--- src/rtl/vga_capture_if.sv ---
// rtl/vga_capture_if.sv - video input and pixel RAM write port of vga_capture
interface vga_capture_if;
    logic        hs;
    logic        vs;
    logic [3:0]  r;
    logic [3:0]  g;
    logic [3:0]  b;
    logic        wen;
    logic [8:0]  wr_row;
    logic [9:0]  wr_col;
    logic [11:0] wr_data;

    modport master (output hs, vs, r, g, b, input wen, wr_row, wr_col, wr_data);
    modport slave  (input hs, vs, r, g, b, output wen, wr_row, wr_col, wr_data);
endinterface

--- src/rtl/vga_capture.sv ---
// rtl/vga_capture.sv - locks to VGA sync timing and writes active pixels to a pixel RAM
module vga_capture #(
    parameter int H_TOTAL  = 800,
    parameter int V_TOTAL  = 525,
    parameter int H_START  = 144,
    parameter int V_START  = 35,
    parameter int H_ACTIVE = 640,
    parameter int V_ACTIVE = 480
) (
    input  logic         vga_clk,
    input  logic         rst,
    vga_capture_if.slave vid,
    input  logic         cap_en,
    output logic         locked,
    output logic         frame_done,
    output logic         sync_err
);
    localparam logic [9:0] H_LAST   = 10'(H_TOTAL - 1);
    localparam logic [9:0] V_LAST   = 10'(V_TOTAL - 1);
    localparam logic [9:0] H_BEGIN  = 10'(H_START);
    localparam logic [9:0] H_END    = 10'(H_START + H_ACTIVE);
    localparam logic [9:0] V_BEGIN  = 10'(V_START);
    localparam logic [9:0] V_END    = 10'(V_START + V_ACTIVE);
    localparam logic [8:0] ROW_LAST = 9'(V_ACTIVE - 1);
    localparam logic [9:0] COL_LAST = 10'(H_ACTIVE - 1);
    localparam logic [9:0] CNT_MAX  = 10'h3FF;

    typedef enum logic [1:0] {SEARCH, CHECK, LOCKED} state_t;

    state_t      state, state_next;
    logic        hs_q, vs_q;
    logic [9:0]  hcnt, vcnt;
    logic        armed;
    logic        hs_fall, vs_fall;
    logic        line_err, frame_err, sync_bad;
    logic        in_window, active;
    logic [9:0]  col_off;
    logic [8:0]  row_off;

    assign hs_fall   = hs_q & ~vid.hs;
    assign vs_fall   = vs_q & ~vid.vs;
    assign line_err  = hs_fall && (hcnt != H_LAST);
    assign frame_err = vs_fall && (vcnt != V_LAST);
    assign sync_bad  = line_err || frame_err;
    assign in_window = (hcnt >= H_BEGIN) && (hcnt < H_END) &&
                       (vcnt >= V_BEGIN) && (vcnt < V_END);
    // Requiring LOCKED in both this and the next cycle kills the write on the error cycle.
    assign active    = (state == LOCKED) && (state_next == LOCKED) && armed && in_window;
    assign col_off   = hcnt - H_BEGIN;
    assign row_off   = 9'(vcnt - V_BEGIN);
    assign locked    = (state == LOCKED);

    always_ff @(posedge vga_clk) begin
        if (rst) state <= SEARCH;
        else     state <= state_next;
    end

    always_comb begin
        state_next = state;
        case (state)
            SEARCH: if (vs_fall) state_next = CHECK;
            CHECK: begin
                if (sync_bad)     state_next = SEARCH;
                else if (vs_fall) state_next = LOCKED;
            end
            LOCKED: if (sync_bad) state_next = SEARCH;
            default: state_next = SEARCH;
        endcase
    end

    always_ff @(posedge vga_clk) begin
        if (rst) begin
            hs_q        <= 1'b1;
            vs_q        <= 1'b1;
            hcnt        <= '0;
            vcnt        <= '0;
            armed       <= 1'b0;
            vid.wen     <= 1'b0;
            vid.wr_row  <= '0;
            vid.wr_col  <= '0;
            vid.wr_data <= '0;
            frame_done  <= 1'b0;
            sync_err    <= 1'b0;
        end else begin
            hs_q <= vid.hs;
            vs_q <= vid.vs;

            if (hs_fall)              hcnt <= '0;
            else if (hcnt != CNT_MAX) hcnt <= hcnt + 10'd1;

            if (vs_fall)                         vcnt <= '0;
            else if (hs_fall && vcnt != CNT_MAX) vcnt <= vcnt + 10'd1;

            // Arming is decided only at the frame-start vs_fall; cap_en is ignored elsewhere.
            if (state_next != LOCKED) armed <= 1'b0;
            else if (vs_fall)         armed <= cap_en;

            vid.wen <= active;
            if (active) begin
                vid.wr_col  <= col_off;
                vid.wr_row  <= row_off;
                vid.wr_data <= {vid.r, vid.g, vid.b};
            end

            frame_done <= vid.wen && (vid.wr_row == ROW_LAST) && (vid.wr_col == COL_LAST);

            if (state == LOCKED && sync_bad) sync_err <= 1'b1;
        end
    end
endmodule

--- src/flat_wrapper.sv ---
// flat-port wrapper written by rule: the top's interface ports become plain ports
module vga_capture_flat 
#(
    parameter int H_TOTAL  = 800,
    parameter int V_TOTAL  = 525,
    parameter int H_START  = 144,
    parameter int V_START  = 35,
    parameter int H_ACTIVE = 640,
    parameter int V_ACTIVE = 480
)
  (vga_clk, rst, cap_en, locked, frame_done, sync_err, vid_hs, vid_vs, vid_r, vid_g, vid_b, vid_wen, vid_wr_row, vid_wr_col, vid_wr_data);
  vga_capture_if vid_i ();
  input  logic vga_clk;
  input  logic rst;
  input  logic cap_en;
  output logic locked;
  output logic frame_done;
  output logic sync_err;
  input wire logic [$bits(vid_i.hs)-1:0] vid_hs;
  input wire logic [$bits(vid_i.vs)-1:0] vid_vs;
  input wire logic [$bits(vid_i.r)-1:0] vid_r;
  input wire logic [$bits(vid_i.g)-1:0] vid_g;
  input wire logic [$bits(vid_i.b)-1:0] vid_b;
  output wire logic [$bits(vid_i.wen)-1:0] vid_wen;
  output wire logic [$bits(vid_i.wr_row)-1:0] vid_wr_row;
  output wire logic [$bits(vid_i.wr_col)-1:0] vid_wr_col;
  output wire logic [$bits(vid_i.wr_data)-1:0] vid_wr_data;
  assign vid_i.hs = vid_hs;
  assign vid_i.vs = vid_vs;
  assign vid_i.r = vid_r;
  assign vid_i.g = vid_g;
  assign vid_i.b = vid_b;
  assign vid_wen = vid_i.wen;
  assign vid_wr_row = vid_i.wr_row;
  assign vid_wr_col = vid_i.wr_col;
  assign vid_wr_data = vid_i.wr_data;
  vga_capture #(.H_TOTAL(H_TOTAL), .V_TOTAL(V_TOTAL), .H_START(H_START), .V_START(V_START), .H_ACTIVE(H_ACTIVE), .V_ACTIVE(V_ACTIVE)) u_core (.vga_clk(vga_clk), .rst(rst), .vid(vid_i), .cap_en(cap_en), .locked(locked), .frame_done(frame_done), .sync_err(sync_err));
endmodule
--- config.mk ---
export PLATFORM = sky130hd
export DESIGN_NAME = vga_capture_flat
export DESIGN_NICKNAME = d
export VERILOG_FILES = /design/src/rtl/vga_capture_if.sv /design/src/rtl/vga_capture.sv /design/src/flat_wrapper.sv
export SDC_FILE = /design/constraint.sdc
export NUM_CORES = 1
export LEC_CHECK = 0
export ABC_AREA = 0
export BUFFER_PORTS_ARGS = -buffer_cell sky130_fd_sc_hd__clkbuf_2
export CAP_MARGIN = 30
export CORE_AREA = 4 4 111 123
export DETAILED_ROUTE_END_ITERATION = 8
export DIE_AREA = 0 0 115 127
export SETUP_SLACK_MARGIN = 0.05
export SYNTH_ARGS = -nofsm -noshare
export SYNTH_HDL_FRONTEND = slang
export SYNTH_SLANG_ARGS = --single-unit
export TNS_END_PERCENT = 100
--- constraint.sdc ---
create_clock -name vga_clk -period 2.95 [get_ports vga_clk]
set_clock_uncertainty 0.05 [all_clocks]
set_input_delay 0.295 -clock vga_clk [delete_from_list [all_inputs] [get_ports vga_clk]]
set_output_delay 0.295 -clock vga_clk [all_outputs]
set_load 0.01 [all_outputs]
==> impl_results.md, run 1 <==
- Outcome: completed
- Ant. Diodes: 0
- Top-count cell post-synth: dfxtp_1
- Clock slew at reported path FFs: 0.05 ns
- DR vias: 2699
- Worst-case clock buffer depth: 2
- Crit. End Element: flop
- Max-cap violations: 0
- Top-area cell type share of the netlist area: 0.402
- Core footprint: 12500 sq um
- Leak Pwr: 0.00135 uW
- Port Buffers: 51
- Die Area: 14600 sq um
- Proportion of layout cells with a drive suffix above 1: 0.231
- CTS tree: done
- Post-CTS Setup Bufs: 0
- Relative slew slack: 0.516
- Clock Sinks: 59
- Die Wd: 115 microns
- First-pass GRT wire length: 13100 microns
- Num ports: 52
- Dpl hpwl: 5790 microns
- Setup crit start kind: flop
- Avg Cell Area, Syn: 8.79 sq um
- Initial Util: 0.235
- CP max FO: 19
- Pwr Density: 564 nW/um^2
- Register area share after synthesis: 0.402
- Routed WL: 8170 microns
- Yosys warnings: 0
- Slew Viols, Final: 0
- Seq cells post-synth: 59
- Data required, critical path: 3.16 ns
- Max Fclk: 0.376 GHz
- Final nets: 400
- Routed WL per cell: 15.2 microns
- Number of routed nets with antenna violations: 0
- Final Cycle Share: 0.902
- Async SR Flop Fraction: 0
- DP Area: 3340 sq um
- Top cell type by total area after synthesis: dfxtp_1
- Largest net degree at the start of global routing: 30
- Hold crit path type: in2reg
- Clk_lat worst skew: 0.32 ns
- Initial antenna violation count: 0
- Final Setup Violations: 0
- First-pass iteration count of the detailed router: 4
- Final hold vios: 0
- Tot GR Track Use: 0.112
- CTS buffer count: 9
- # DRC: 0
- DRT iter0 DRCs: 241
- CTS resizes: 0
- # H-tree levels: 3
- Vias in the first global route: 2550
- Hold_buf cts: 0
- Top post-synthesis cells by count: 59 x dfxtp_1, 30 x a21oi_1, 27 x nand4_1, 24 x clkbuf_1, 22 x o31ai_1
- Setup TNS: 0 ns
- GR Overflow Total: 0
- Die H: 127 microns
- Synth-to-Final Area Change: 25.4%
- Num rows: 43
- Crit Path Class: reg2reg
- Distinct cells, synth: 49
- Mapped Area: 2940 sq um
- Synth Instances: 334
- RSZ-0062 raised after global routing: no
- Vias per Instance: 5.02
- Gpl congestion: 0.878
- Post-Layout Inst Area: 3680 sq um
- Max VDD drop: 274 uV
- Ys flop type: dfxtp_1
- Worst-Margin Slew: 0.720 ns
- CTS root buffer: clkbuf_16
- Post-synth EDFFs: 0
- Syn nets: 358
- Area contributors post-synth: dfxtp_1 40%, nand4_1 5.8%, o31ai_1 5.6%, a21oi_1 5.1%, xnor2_1 4.2%
- Minimum clock period: 2.66 ns
- Worst EP arrival: 2.87 ns
per-stage QoR:
step	hold WS, ns	setup WS [ns]	utilization	total power, uW	instances
6_report	0.142	0.291	0.295	2070	538
5_1_grt	0.143	0.0832	0.295	2150	538
4_1_cts	0.133	0.310	0.295	2100	538
3_5_place_dp	0.386	0.326	0.268	895	522
3_3_place_gp	0.372	0.468	0.268	893	522
2_1_floorplan	0.352	0.674	-	867	334
placed cells by master, fill, tap and decap left out, types with 2 or more instances in the layout:
cell type,netlist,layout
bufinv_16,0,3
buf_4,1,10
dfxtp_1,59,59
nor3b_1,3,3
o21bai_1,2,2
nand4_1,27,27
a31oi_1,9,9
ha_1,7,7
xor2_1,7,7
nor2_1,19,19
nor3_1,7,7
mux2_4,2,2
nand2b_1,6,6
a21oi_1,30,30
nand2_1,20,20
clkinv_2,0,2
nand3_1,5,5
or2_2,3,3
nor4_1,6,6
inv_1,8,8
mux2i_1,2,2
and4_1,2,2
or3_1,4,4
a211oi_1,7,7
a311oi_1,3,3
clkbuf_16,0,9
o31ai_1,22,22
xnor2_1,14,14
nor2b_1,6,6
o21ai_0,5,5
clkbuf_2,0,51
cell families after synthesis:
group | Yosys count | share of synthesized area
AO/OA/AOI/OAI | 89 | 0.213
XOR/XNOR | 21 | 0.0627
adder cells (fa/ha/maj) | 7 | 0.0298
buffers and inverters | 38 | 0.0541
flip-flops | 59 | 0.402
multiplexers | 4 | 0.0171
AND/OR/NAND/NOR | 116 | 0.221
critical path, stage by stage (launching register included):
cell and delay [ns]:
dfxtp_1 0.48, ha_1 0.21, nand2b_1 0.09, o41ai_2 0.58
o211a_1 0.67, buf_4 0.27, nand4_1 0.09, a21oi_1 0.14
power breakdown:
| part | total (uW) | internal, uW | switching, uW | leakage, uW |
|---|---|---|---|---|
| sequential | 810 | 804 | 5.99 | 0.000476 |
| clock | 1200 | 844 | 352 | 0.000169 |
| combinational | 68.6 | 25.2 | 43.4 | 0.000705 |
final timing paths:
path / start / to / slack [ns] / cells past startpoint
worst max-delay path: u_core.hcnt[4] / u_core.vid.wr_data[10] / 0.29 / 7
worst min-delay path: vid_hs / u_core.hs_q / 0.14 / 2
worst max register to register: u_core.hcnt[4] / u_core.vid.wr_data[10] / 0.29 / 7
worst min register to register: u_core.state[1] / u_core.state[0] / 0.39 / 1
metal layers:
layer	GRT usage	routed length, microns	up-vias
met1	0.140	3650	1289
li1	-	-	1327
met3	0.0351	431	11
met4	0.0414	126	0
met2	0.182	3970	72
met5	0	0	-
flip-flops by register name, indices dropped and copies added (netlist names):
| register | cells |
|---|---|
| u_core.frame_done | 1 |
| u_core.vid.wr_data | 12 |
| u_core.armed | 1 |
| u_core.hs_q | 1 |
| u_core.vs_q | 1 |
| u_core.vid.wr_col | 10 |
| u_core.hcnt | 10 |
| u_core.vid.wr_row | 9 |
| u_core.vcnt | 10 |
| u_core.state | 2 |
| u_core.sync_err | 1 |
| u_core.vid.wen | 1 |
area by class of cell:
class / instances / area (sq um)
multi-input cells: 237 / 1600
clock buffers: 11 / 243
inverters: 8 / 30.0
flip-flops and latches: 59 / 1180
clock inverters: 5 / 100
fillers: 1308 / 8800
repair buffers: 61 / 330
well taps: 157 / 196
No activity file was read; power rests on OpenSTA's default activity.
==> run 2: changes to the inputs <==
CORE_AREA = 4 4 100 111   (was 4 4 111 123)
DIE_AREA = 0 0 104 115   (was 0 0 115 127)
==> run 2 against run 1 <==
Compared with the run above: cell count fell by 7.1%; global-route usage rose by 2.3 points; critical path depth did not move; non-clock buffer count fell by 1; combinational power fell by 2%; worst hold slack got worse by 0.025 ns; clock power fell by 17%; register-to-register slack improved by 0.11 ns; via count fell by 1.7%.
==> impl_results.md, run 2 (synthesis gave the netlist of run 1 again) <==
- # DRC: 0 (unchanged)
- Commonest non-fill, non-tap cell in the layout: dfxtp_1
- First-pass GRT wire length: 13100 microns (-0.21%)
- Initial antenna violation count: 0 (unchanged)
- Dpl hpwl: 5530 microns (-4.5%)
- Initial Util: 0.297 (+0.0616)
- Routed WL: 7910 microns (-3.2%)
- Biggest register: u_core.vid.wr_data
- Number of routed nets with antenna violations: 0 (unchanged)
- Vias per Instance: 5.31 (+5.8%)
- Setup TNS: 0 ns (unchanged)
- PnR Total Power: 1870 uW (-10%)
- CTS root buffer: clkbuf_8
- CP max FO: 18 (-1)
- RSZ-0062 raised after global routing: no
- Ant. Diodes: 0 (unchanged)
- Pwr Density: 526 nW/um^2 (-6.7%)
- Die H: 115 microns (-9.4%)
- Num rows: 38 (-12%)
- Gpl congestion: 0.822 (-6.4%)
- CTS resizes: 0 (unchanged)
- Clk_lat worst skew: 0.35 ns (+0.03 ns)
- CTS buffer count: 9 (unchanged)
- Core footprint: 9890 sq um (-21%)
- Hold_buf cts: 0 (unchanged)
- Max FFs per register: 12 (unchanged)
- Clock slew at reported path FFs: 0.08 ns (+0.03 ns)
- Max Fclk: 0.392 GHz (+4.2%)
- Minimum clock period: 2.55 ns (-0.107 ns)
- Die Area: 12000 sq um (-18%)
- Proportion of layout cells with a drive suffix above 1: 0.229 (-0.00202)
- Vias in the first global route: 2563 (+0.51%)
- DRT iter0 DRCs: 190 (-21%)
- Max VDD drop: 166 uV (-39%)
- Num ports: 52 (unchanged)
- First element of the critical path: u_core.hcnt[4]
- Register Area: 1180 sq um (unchanged)
- Area of the multi-input gates: 1600 sq um (unchanged)
- Port Buffers: 51 (unchanged)
- First-pass iteration count of the detailed router: 4 (unchanged)
- Final Setup Violations: 0 (unchanged)
- Most frequent cells in the layout: 59 x dfxtp_1, 51 x clkbuf_2, 30 x a21oi_1
- Hold crit path type: in2reg
- Worst-case clock buffer depth: 2 (unchanged)
- DR vias: 2654 (-1.7%)
- GR Overflow Total: 0 (unchanged)
- Largest net degree at the start of global routing: 42 (+40%)
- Post-CTS Setup Bufs: 0 (unchanged)
- Slew Viols, Final: 0 (unchanged)
- Relative slew slack: 0.496 (-0.0206)
- Final Util: 0.359 (+0.0641)
- Clock Sinks: 59 (unchanged)
- Tot GR Track Use: 0.136 (+0.0232)
- Worst-Margin Slew: 0.751 ns (+0.0306 ns)
- Worst R2R Start: u_core.hcnt[4]
- Final hold vios: 0 (unchanged)
- Die Wd: 104 microns (-9.6%)
- Synth-to-Final Area Change: 21.0%
- Outcome: completed
- # H-tree levels: 3 (unchanged)
- Final nets: 399 (-0.25%)
- Fillers: 1027 (-21%)
- Leak Pwr: 0.00131 uW (-3.3%)
- Setup crit start kind: flop
- Worst EP arrival: 2.79 ns (-0.08 ns)
- Hold_sp: vid_vs
- Crit. End Element: flop
- Data required, critical path: 3.18 ns (+0.02 ns)
- Final Cycle Share: 0.865 (-0.0363)
- Max-cap violations: 0 (unchanged)
- Routed WL per cell: 15.8 microns (+4.1%)
- CTS tree: done
- Crit Path Class: reg2reg
## run 2: report_power, final
part | internal, uW | switching (uW) | leakage (uW) | total (uW)
logic | 25.2 | 42.2 | 0.000699 | 67.4
registers | 802 | 6.19 | 0.000476 | 808
clock network | 650 | 342 | 0.000131 | 992
## run 2: routing by layer
layer,vias up,share of wire,track usage
met2,57,0.50,0.236
met1,1263,0.44,0.161
met5,-,0,0
met4,0,0.021,0.0541
met3,15,0.037,0.0348
li1,1319,-,-
## run 2: through the flow
stage | std cells | instance area, sq um | hold WS [ns] | worst slack [ns]
2_1_floorplan | 334 | 2940 | 0.352 | 0.674
3_3_place_gp | 484 | 3290 | 0.373 | 0.503
3_5_place_dp | 484 | 3290 | 0.379 | 0.411
4_1_cts | 500 | 3550 | 0.100 | 0.421
5_1_grt | 500 | 3550 | 0.107 | 0.180
6_report | 500 | 3550 | 0.116 | 0.398
## run 2: path summary, 6_finish.rpt
kind	slack (ns)	cells after the start	end
max	0.40	7	u_core.vid.wr_data[9]
min	0.12	2	u_core.vs_q
min reg2reg	0.40	1	u_core.state[0]
max reg2reg	0.40	7	u_core.vid.wr_data[9]
## run 2: final cells by class
class                   instances  area share
flip-flops and latches         59       0.333
repair buffers                 60      0.0909
multi-input cells             237       0.451
well taps                     120      0.0423
clock inverters                 6      0.0388
inverters                       8     0.00846
clock buffers                  10      0.0359
## run 2: worst max-delay path, stage by stage (launching register included)
cell      delay (ns)
dfxtp_1         0.47
ha_1            0.21
nand2b_1        0.08
o41ai_2         0.55
o211a_1         0.62
buf_4           0.26
nand4_1         0.10
a21oi_1         0.13
==> run 3: changes to the inputs <==
--- a/config.mk
+++ b/config.mk
@@ -10,5 +10,6 @@
 export CAP_MARGIN = 30
-export CORE_AREA = 4 4 100 111
+export CORE_AREA = 4 4 75 84
 export DETAILED_ROUTE_END_ITERATION = 8
-export DIE_AREA = 0 0 104 115
+export DIE_AREA = 0 0 79 88
+export PLACE_DENSITY = 0.77
 export SETUP_SLACK_MARGIN = 0.05
--- a/constraint.sdc
+++ b/constraint.sdc
@@ -4,2 +4,2 @@
 set_output_delay 0.295 -clock vga_clk [all_outputs]
-set_load 0.01 [all_outputs]
+set_load 0.005 [all_outputs]
==> run 3 against run 2 <==
Compared with the run above: count of clock-buffer cells in the layout increased by 3; register-to-register slack got worse by 0.07 ns; first-iteration DRC count increased by 48%; largest cell class unchanged; power decreased by 5.3%; final area decreased by 1.7%; worst hold slack improved by 0.016 ns; non-clock buffer count increased by 2; highest routed layer unchanged; clock power decreased by 10%; sequential share of layout area increased by 0.57 points; utilization increased by 29 points.
==> impl_results.md, run 3 (synthesis gave the netlist of run 1 again) <==
- FF-to-FF path depth: 7 (unchanged)
- GR Overflow Total: 0 (unchanged)
- Placed Cells incl. Taps: 441 (-8.9%)
- Num rows: 28 (-26%)
- Commonest non-fill, non-tap cell in the layout: dfxtp_1
- Core footprint: 5400 sq um (-45%)
- Max FFs per register: 12 (unchanged)
- Clock slew at reported path FFs: 0.07 ns (about the same)
- Dpl hpwl: 5090 microns (-8.0%)
- Fillers: 498 (-52%)
- # DRC: 0 (unchanged)
- Final Cycle Share: 0.888 (+0.0228)
- Num ports: 52 (unchanged)
- First-pass GRT wire length: 11900 microns (-9.2%)
- Worst EP arrival: 2.84 ns (+0.05 ns)
- Die Area: 6950 sq um (-42%)
- Minimum clock period: 2.62 ns (+0.0674 ns)
- Routed WL: 7340 microns (-7.3%)
- Port Buffers: 51 (unchanged)
- Vias in the first global route: 2465 (-3.8%)
- # H-tree levels: 3 (unchanged)
- Leak Pwr: 0.00131 uW (+0.10%)
- Number of routed nets with antenna violations: 0 (unchanged)
- Worst-Margin Slew: 0.753 ns (+0.00197 ns)
- Relative slew slack: 0.494 (-0.00132)
- Post-CTS Setup Bufs: 0 (unchanged)
- Tot GR Track Use: 0.217 (+0.0814)
- Flop2flop setup slack: 0.33 ns (-0.07 ns)
- Crit. End Element: flop
- Crit Path Class: reg2reg
- Hold crit path type: in2reg
- Initial Util: 0.544 (+0.247)
- Final nets: 401 (+0.50%)
- Die H: 88 microns (-23%)
- First-pass iteration count of the detailed router: 4 (unchanged)
- Biggest register: u_core.vid.wr_data
- Setup crit start kind: flop
- Post-route insts no fill: 457 (-8.6%)
- CTS tree: done
- Proportion of layout cells with a drive suffix above 1: 0.236 (+0.00665)
- Clock Sinks: 59 (unchanged)
- Data required, critical path: 3.17 ns (about the same)
- Max-cap violations: 0 (unchanged)
- Outcome: completed
- Vias per Instance: 5.88 (+11%)
- Slew Viols, Final: 0 (unchanged)
- Synth-to-Final Area Change: 18.9%
- Die Wd: 79 microns (-24%)
- Hold Path Depth: 2 (unchanged)
- CTS buffer count: 9 (unchanged)
- CTS resizes: 0 (unchanged)
- Gpl congestion: 0.870 (+5.8%)
- Ant. Diodes: 0 (unchanged)
- Routed WL per cell: 16.1 microns (+1.5%)
- Clk_lat worst skew: 0.34 ns (about the same)
- RSZ-0062 raised after global routing: no
- DR vias: 2689 (+1.3%)
- DRT iter0 DRCs: 282 (+48%)
- Final hold vios: 0 (unchanged)
- Largest net degree at the start of global routing: 37 (-12%)
- Pwr Density: 507 nW/um^2 (-3.7%)
- Setup TNS: 0 ns (unchanged)
- Initial antenna violation count: 0 (unchanged)
- CP max FO: 18 (unchanged)
- CTS root buffer: clkbuf_8
- Max Fclk: 0.382 GHz (-2.6%)
- Hold_buf cts: 0 (unchanged)
- Max VDD drop: 234 uV (+41%)
- Final Setup Violations: 0 (unchanged)
- Worst-case clock buffer depth: 2 (unchanged)
- Most frequent cells in the layout: 59 x dfxtp_1, 51 x clkbuf_2, 30 x a21oi_1
run 3: cell count changes in the layout (fill, tap and decap cells not counted):
| cell | before | now |
|---|---|---|
| clkbuf_1 | 1 | 0 |
| clkbuf_8 | 9 | 13 |
| clkinv_4 | 2 | 0 |
| clkinvlp_4 | 0 | 1 |
| buf_4 | 9 | 11 |
| bufinv_16 | 4 | 2 |
run 3: worst max-delay path, stage by stage, from the launching register on:
cell,delay [ns]
dfxtp_1,0.52
ha_1,0.21
nand2b_1,0.08
nor4_1,0.38
o2111a_1,0.73
buf_4,0.31
nand4_1,0.11
a21oi_1,0.15
run 3: final timing paths:
check                               end             from
setup / recovery  u_core.vid.wr_data[0]   u_core.hcnt[4]
hold / removal              u_core.hs_q           vid_hs
setup reg to reg  u_core.vid.wr_data[0]   u_core.hcnt[4]
hold reg to reg         u_core.state[0]  u_core.state[1]
run 3: power by group:
part           leakage, uW  switching (uW)  internal (uW)
clock network     0.000122             323            568
registers         0.000476            6.44            803
logic             0.000709            42.3           25.6
total              0.00131             372           1400
run 3: per-stage QoR:
stage               area (sq um)  setup slack, ns  utilization  power, uW  hold slack [ns]
global route                3490            0.138        0.647       1830            0.130
floorplan                   2940            0.674            -        867            0.352
CTS                         3490            0.384        0.647       1770            0.127
detailed placement          3240            0.419        0.601        895            0.381
global placement            3240            0.499        0.601        893            0.368
finish                      3490            0.330        0.647       1770            0.132
run 3: final cells by class:
class	count	area, sq um	area share
timing repair buffer	62	338	0.0968
sequential	59	1180	0.338
multi-input combinational	237	1600	0.459
clock buffer	13	179	0.0513
tap	75	93.8	0.0269
inverter	8	30.0	0.00860
clock inverter	3	67.6	0.0194
run 3: routing by layer:
layer / part of all wire / GRT usage / vias to the layer above / wire (microns)
met4: 0.022 / 0.0984 / 0 / 165
li1: - / - / 1321 / -
met1: 0.43 / 0.271 / 1278 / 3170
met3: 0.043 / 0.0484 / 15 / 316
met5: 0 / 0 / - / 0
met2: 0.50 / 0.358 / 75 / 3680
